### src/rtl/ps2_pkg.sv
// rtl/ps2_pkg.sv - shared PS/2 Set 2 constants, state type and helper functions
package ps2_pkg;

    // Set 2 make codes for the supported keys
    localparam logic [7:0] KEY_0     = 8'h45;
    localparam logic [7:0] KEY_1     = 8'h16;
    localparam logic [7:0] KEY_2     = 8'h1E;
    localparam logic [7:0] KEY_3     = 8'h26;
    localparam logic [7:0] KEY_4     = 8'h25;
    localparam logic [7:0] KEY_5     = 8'h2E;
    localparam logic [7:0] KEY_6     = 8'h36;
    localparam logic [7:0] KEY_7     = 8'h3D;
    localparam logic [7:0] KEY_8     = 8'h3E;
    localparam logic [7:0] KEY_9     = 8'h46;
    localparam logic [7:0] KEY_A     = 8'h1C;
    localparam logic [7:0] KEY_B     = 8'h32;
    localparam logic [7:0] KEY_C     = 8'h21;
    localparam logic [7:0] KEY_D     = 8'h23;
    localparam logic [7:0] KEY_E     = 8'h24;
    localparam logic [7:0] KEY_F     = 8'h2B;
    localparam logic [7:0] KEY_ENTER = 8'h5A;

    localparam logic [7:0] BREAK_PREFIX = 8'hF0;
    localparam logic [7:0] ASCII_CR     = 8'h0D;

    // start + 8 data + parity + stop
    localparam int FRAME_BITS = 11;

    typedef enum logic [1:0] {
        ST_IDLE  = 2'd0,
        ST_LOAD  = 2'd1,
        ST_FRAME = 2'd2,
        ST_GAP   = 2'd3
    } tx_state_e;

    typedef struct packed {
        logic       ok;
        logic [7:0] code;
    } map_result_t;

    // ASCII to Set 2 make code; ok=0 for anything without a key
    function automatic map_result_t ascii_to_make(input logic [7:0] ascii);
        map_result_t r;
        r.ok   = 1'b1;
        r.code = 8'h00;
        case (ascii)
            8'h30:        r.code = KEY_0;
            8'h31:        r.code = KEY_1;
            8'h32:        r.code = KEY_2;
            8'h33:        r.code = KEY_3;
            8'h34:        r.code = KEY_4;
            8'h35:        r.code = KEY_5;
            8'h36:        r.code = KEY_6;
            8'h37:        r.code = KEY_7;
            8'h38:        r.code = KEY_8;
            8'h39:        r.code = KEY_9;
            8'h41, 8'h61: r.code = KEY_A;
            8'h42, 8'h62: r.code = KEY_B;
            8'h43, 8'h63: r.code = KEY_C;
            8'h44, 8'h64: r.code = KEY_D;
            8'h45, 8'h65: r.code = KEY_E;
            8'h46, 8'h66: r.code = KEY_F;
            ASCII_CR:     r.code = KEY_ENTER;
            default:      r.ok   = 1'b0;
        endcase
        return r;
    endfunction

    // Line level for a given bit slot of a frame carrying 'data'
    function automatic logic frame_bit(input logic [7:0] data, input logic [3:0] slot);
        logic b;
        if (slot == 4'd0) begin
            b = 1'b0;
        end else if (slot <= 4'd8) begin
            b = data[3'(slot - 4'd1)];
        end else if (slot == 4'd9) begin
            b = ~^data;
        end else begin
            b = 1'b1;
        end
        return b;
    endfunction

endpackage

### src/rtl/ps2_frame_tx.sv
// rtl/ps2_frame_tx.sv - serialises one byte as an 11-bit PS/2 device frame
module ps2_frame_tx
    import ps2_pkg::*;
#(
    parameter int HALF_PERIOD = 2000
) (
    input  logic       clk,
    input  logic       reset,
    input  logic       start,
    input  logic [7:0] data,
    output logic       done,
    output logic       ps2_clk_o,
    output logic       ps2_data_o
);

    localparam logic [15:0] HALF_LAST = 16'(HALF_PERIOD - 1);
    localparam logic [3:0]  LAST_SLOT = 4'(FRAME_BITS - 1);

    logic        active_q, active_d;
    logic        low_q, low_d;
    logic [15:0] half_cnt_q, half_cnt_d;
    logic [3:0]  slot_q, slot_d;
    logic [7:0]  byte_q, byte_d;
    logic        clk_q, clk_d;
    logic        dat_q, dat_d;
    logic        half_end;

    assign half_end   = (half_cnt_q == HALF_LAST);
    assign done       = active_q && low_q && half_end && (slot_q == LAST_SLOT);
    assign ps2_clk_o  = clk_q;
    assign ps2_data_o = dat_q;

    // Slot sequencing: each slot is a high half then a low half; data moves only at slot start
    always_comb begin
        active_d   = active_q;
        low_d      = low_q;
        half_cnt_d = half_cnt_q;
        slot_d     = slot_q;
        byte_d     = byte_q;
        clk_d      = clk_q;
        dat_d      = dat_q;
        if (!active_q) begin
            if (start) begin
                active_d   = 1'b1;
                byte_d     = data;
                slot_d     = 4'd0;
                low_d      = 1'b0;
                half_cnt_d = 16'd0;
                clk_d      = 1'b1;
                dat_d      = frame_bit(data, 4'd0);
            end
        end else if (!half_end) begin
            half_cnt_d = half_cnt_q + 16'd1;
        end else begin
            half_cnt_d = 16'd0;
            if (!low_q) begin
                low_d = 1'b1;
                clk_d = 1'b0;
            end else begin
                low_d = 1'b0;
                clk_d = 1'b1;
                if (slot_q == LAST_SLOT) begin
                    active_d = 1'b0;
                    dat_d    = 1'b1;
                end else begin
                    slot_d = slot_q + 4'd1;
                    dat_d  = frame_bit(byte_q, slot_q + 4'd1);
                end
            end
        end
    end

    // State registers; reset releases both lines and drops any frame in flight
    always_ff @(posedge clk) begin
        if (reset) begin
            active_q   <= 1'b0;
            low_q      <= 1'b0;
            half_cnt_q <= 16'd0;
            slot_q     <= 4'd0;
            byte_q     <= 8'd0;
            clk_q      <= 1'b1;
            dat_q      <= 1'b1;
        end else begin
            active_q   <= active_d;
            low_q      <= low_d;
            half_cnt_q <= half_cnt_d;
            slot_q     <= slot_d;
            byte_q     <= byte_d;
            clk_q      <= clk_d;
            dat_q      <= dat_d;
        end
    end

endmodule

### src/rtl/ascii_to_ps2_tx.sv
// rtl/ascii_to_ps2_tx.sv - ASCII character to PS/2 make/break keystroke generator
module ascii_to_ps2_tx
    import ps2_pkg::*;
#(
    parameter int HALF_PERIOD = 2000,
    parameter int GAP_CYCLES  = 10000
) (
    input  logic       clk,
    input  logic       reset,
    input  logic [7:0] ascii_in,
    input  logic       ascii_valid,
    output logic       ascii_ready,
    output logic       ps2_clk_o,
    output logic       ps2_data_o,
    output logic       busy,
    output logic       unsupported
);

    localparam logic [15:0] GAP_LAST = 16'(GAP_CYCLES - 1);

    tx_state_e   state_q, state_d;
    logic [1:0]  byte_idx_q, byte_idx_d;
    logic [15:0] gap_cnt_q, gap_cnt_d;
    logic [7:0]  code_q, code_d;
    logic        ready_q, ready_d;
    logic        busy_q, busy_d;
    logic        unsup_q, unsup_d;

    map_result_t map;
    logic        take;
    logic        frame_start;
    logic [7:0]  frame_byte;
    logic        frame_done;

    assign map         = ascii_to_make(ascii_in);
    assign take        = ascii_valid && ready_q;
    assign frame_start = (state_q == ST_LOAD);
    assign frame_byte  = (byte_idx_q == 2'd1) ? BREAK_PREFIX : code_q;

    assign ascii_ready = ready_q;
    assign busy        = busy_q;
    assign unsupported = unsup_q;

    ps2_frame_tx #(
        .HALF_PERIOD(HALF_PERIOD)
    ) u_frame_tx (
        .clk       (clk),
        .reset     (reset),
        .start     (frame_start),
        .data      (frame_byte),
        .done      (frame_done),
        .ps2_clk_o (ps2_clk_o),
        .ps2_data_o(ps2_data_o)
    );

    // Keystroke sequencer: make, F0, make, each followed by an idle gap
    always_comb begin
        state_d    = state_q;
        byte_idx_d = byte_idx_q;
        gap_cnt_d  = gap_cnt_q;
        code_d     = code_q;
        unsup_d    = 1'b0;
        case (state_q)
            ST_IDLE: begin
                if (take) begin
                    if (map.ok) begin
                        state_d    = ST_LOAD;
                        code_d     = map.code;
                        byte_idx_d = 2'd0;
                    end else begin
                        unsup_d = 1'b1;
                    end
                end
            end
            ST_LOAD: begin
                state_d = ST_FRAME;
            end
            ST_FRAME: begin
                if (frame_done) begin
                    state_d   = ST_GAP;
                    gap_cnt_d = 16'd0;
                end
            end
            ST_GAP: begin
                if (gap_cnt_q == GAP_LAST) begin
                    gap_cnt_d = 16'd0;
                    if (byte_idx_q == 2'd2) begin
                        state_d = ST_IDLE;
                    end else begin
                        byte_idx_d = byte_idx_q + 2'd1;
                        state_d    = ST_LOAD;
                    end
                end else begin
                    gap_cnt_d = gap_cnt_q + 16'd1;
                end
            end
            default: begin
                state_d = ST_IDLE;
            end
        endcase
        ready_d = (state_d == ST_IDLE);
        busy_d  = (state_d != ST_IDLE);
    end

    // Sequencer registers with registered handshake/status outputs
    always_ff @(posedge clk) begin
        if (reset) begin
            state_q    <= ST_IDLE;
            byte_idx_q <= 2'd0;
            gap_cnt_q  <= 16'd0;
            code_q     <= 8'd0;
            ready_q    <= 1'b1;
            busy_q     <= 1'b0;
            unsup_q    <= 1'b0;
        end else begin
            state_q    <= state_d;
            byte_idx_q <= byte_idx_d;
            gap_cnt_q  <= gap_cnt_d;
            code_q     <= code_d;
            ready_q    <= ready_d;
            busy_q     <= busy_d;
            unsup_q    <= unsup_d;
        end
    end

endmodule

### config.mk
export PLATFORM = sky130hd
export DESIGN_NAME = ascii_to_ps2_tx
export DESIGN_NICKNAME = d
export VERILOG_FILES = /design/src/rtl/ps2_pkg.sv /design/src/rtl/ps2_frame_tx.sv /design/src/rtl/ascii_to_ps2_tx.sv
export SDC_FILE = /design/constraint.sdc
export NUM_CORES = 1
export LEC_CHECK = 0
export ABC_AREA = 1
export CORE_ASPECT_RATIO = 0.5
export CORE_UTILIZATION = 34
export DETAILED_ROUTE_END_ITERATION = 16
export MAX_ROUTING_LAYER = met4
export PLACE_DENSITY_LB_ADDON = 0.3
export SYNTH_ARGS = -nofsm -noshare
export SYNTH_HDL_FRONTEND = slang
export SYNTH_SLANG_ARGS = --single-unit
export TNS_END_PERCENT = 20
### constraint.sdc
create_clock -name clk -period 3.38 [get_ports clk]
set_input_delay 0.676 -clock clk [delete_from_list [all_inputs] [get_ports clk]]
set_output_delay 0.676 -clock clk [all_outputs]
set_load 0.005 [all_outputs]
==> results.md <==
* # DRC at 0
* Vias in the first global route at 3389
* CP max FO at 5
* Synthesized Nets at 616
* Hold path start: u_frame_tx.ps2_clk_o
* Power Total at around 1.7 mW
* Post-CTS Resized at 0
* Worst vdd ir at between 0.2 and 0.3 mV
* Synthesized area at a little over 4000 um^2
* Largest family of logic cells by synthesized area: simple AND/OR/NAND/NOR gates
* Setup Buffers After CTS at 0
* Met1 Wirelength at between 4000 and 5000 um
* Synth Area in Simple Gates at a little over two fifths
* # IOs at 16
* Starting DRT DRC Count at 261
* Xor/xnor cell area share of the yosys netlist at 2.61%
* Synth Register Bits at 62
* Reg2Reg Depth at 10
* Clock Skews at roughly 0.0064 ns
* Grt ovf at 0
* Most common cell after layout, fill and taps aside: nand2_1
* CTS tree: yes
* Hold WS at 0.462 ns
* Inst Count DP at 761
* Fill cells at 1161
* Mapped Cells at between 500 and 600
* Area Growth Syn to Fin at 14.5%
* Total GRT Usage at 16.1%
* Unrepaired setup endpoints after global routing: no
* Die extent in y at 78.9 um
* Largest net degree at the start of global routing at 47
* FP Rows at 27
* Initial Util at 35.8%
* Critical path class: input port to flip-flop
* TritonCTS sink count at 62
* Max clock buf depth at 2
* Worst Path Arrival at 2.27 ns
* Vias per inst at between 4 and 5
* Post-cts hold buffer count at 0
* Yosys warns at 0
* WHS Endpoint: u_frame_tx.ps2_clk_o
* R2r setup slk at 1.33 ns
* Htree depth at 3
* Post-synthesis sequential area ratio at 30.8%
* Max-slew headroom at between 60% and 70%
* DPL Wire Length at roughly 6700 um
* Diode count at 0
* Final setup fails at 0
* Final ANT Viol Nets at 0
* Post-DR wirelength/cell at 11.7 um
* Crit. End Element: flip-flop
* Met2 wire len at 3830 um
* Die width at ~160 um
* Vias at between 3000 and 4000
* Setup TNS at 0 ns
* Routed wl met3 at 358 um
* Most frequent cells in the layout: nand2_1 (127), nand3_1 (66), dfxtp_1 (62)
* Syn_area_per_cell at around 6.7 um^2
* Reg area at 1240 um^2
* R2r endpoint: gap_cnt_q[2]
* Max-Cap Viols at 0
* Post-synthesis adder-cell area fraction at 2.18%
* Compound-Gate Fraction of Synth Area at 12.1%
* Area of the multi-input gates at 2440 um^2
* Hold Vio Cnt, Final at 0
* Count of port buffers added during placement at 15
* Worst skew pair latency at between 0.3 and 0.4 ns
* Max Slew Vio Count at 0
* Status: finished, final reports clean
* Leak pwr at 1.76 nW
* RR Startpoint: u_frame_tx.slot_q[0]
* Routed WL at 9060 um
* Nets at 631
* Synth unique cells at 45
* Crit path launch type: input port
* Floorplan core area at 11200 um^2
* Worst Tran Pin Value at 0.568 ns
* CTS clk-pin slew, worst paths at 0.05 ns
* Mux cell area share after synthesis at 0%
* Fraction of layout cells with a size suffix above 1 at 14.3%
* CP required at 3.59 ns
* Pwr/cell area at 376 nW/um^2
* Antenna violations before repair at 0
* Final period util at 60.8%
* First-pass GRT wire length at 15700 um
* Root buf cell: clkbuf_16
* DRT Pass-1 Iters at 5
* Number of CTS-inserted buffers at 9
* Achievable Freq at 487 MHz
* RePlAce Congestion at approximately 0.86
* Worst Hold Depth at 2
* HP Class: flip-flop to flip-flop
* Post-route minimum period at 2.05 ns
* Fin cells at 776
* Highest metal used: met4
* Die area at between 10000 and 15000 um^2
[synth_stat cells (all sizes together)]
cell type    n  area share [%]
nand4       19             3.0
nand2b       1            0.16
o21bai       1            0.19
nor2        63             8.3
o211ai       6             1.1
o21a         1            0.19
o31ai        1            0.19
nand3b       4            0.75
a211oi       4            0.75
or2          5            0.78
a21oi       52             6.6
nand3       70             9.6
nor3        26             4.2
xor2         6             1.3
inv         72             6.8
and3         1            0.16
ha           7             2.2
nor4         2            0.47
clkbuf       7            0.65
o22ai        1            0.16
clkinv       2            0.19
nor3b        1            0.19
dfxtp       62              31
nand2      151              16
o21ai       21             3.0
buf          6            0.87
xnor2        6             1.3
[per-layer routing]
layer | track usage, % | vias to the layer above
met5 | - | -
met1 | 21.8 | 1750
met4 | 4.22 | 0
met2 | 24.3 | 76
met3 | 3.38 | 12
li1 | - | 2017
[area by class of cell]
type / instances / area share (%)
Inverter: 74 / 6.08
Clock inverter: 1 / 0.652
Tap cell: 159 / 4.32
Clock buffer: 14 / 5.51
Timing Repair Buffer: 17 / 3.48
Sequential cell: 62 / 26.9
Multi-Input combinational cell: 449 / 53.0
[sequential cells by signal (all words and copies together) (netlist names)]
name / flops
ascii_ready: 1
code_q: 7
busy: 1
gap_cnt_q: 16
u_frame_tx.byte_q: 8
u_frame_tx.slot_q: 4
byte_idx_q: 2
u_frame_tx.low_q: 1
u_frame_tx.ps2_data_o: 1
state_q: 2
unsupported: 1
u_frame_tx.half_cnt_q: 16
u_frame_tx.active_q: 1
u_frame_tx.ps2_clk_o: 1
[through the flow]
step	worst slack [ns]	cell area (um^2)	util [%]
final	1.33	4610	41.0
after floorplan	1.65	4030	-
after CTS	1.31	4610	41.0
after detailed placement	0.997	4320	38.4
after global placement	1.03	4320	38.4
after global routing	1.17	4610	41.0
[critical path, stage by stage]
cell	delay, ns
clkdlybuf4s50_1	0.53
inv_1	0.07
nand2_2	0.12
nor2_1	0.07
nand2_2	0.09
nand2_2	0.09
nor2_4	0.14
nand4_1	0.21
a21oi_1	0.20
nor2_1	0.05
[how the worst max path moves through the flow]
stage / from / endpoint / slack [ns]
2_1_floorplan: ascii_in[7] / ascii_ready / 1.65
3_3_place_gp: ascii_in[1] / busy / 1.03
3_5_place_dp: ascii_in[1] / busy / 1.0
4_1_cts: u_frame_tx.slot_q[0] / gap_cnt_q[2] / 1.31
5_1_grt: u_frame_tx.slot_q[0] / gap_cnt_q[2] / 1.17
6_report: ascii_in[1] / byte_idx_q[0] / 1.33
[cell families after synthesis]
| family | Yosys count |
|---|---|
| flip-flops | 62 |
| AO/OA/AOI/OAI | 87 |
| adder cells (fa/ha/maj) | 7 |
| buffers and inverters | 87 |
| XOR/XNOR | 12 |
| AND/OR/NAND/NOR | 343 |
[power by group]
group	leakage (nW)	internal, mW	switching [mW]
clock network	0.137	0.587	0.301
logic	1.12	0.0351	0.0642
registers	0.500	0.738	0.00534
Note: power is estimated with default switching activity, not from simulation.
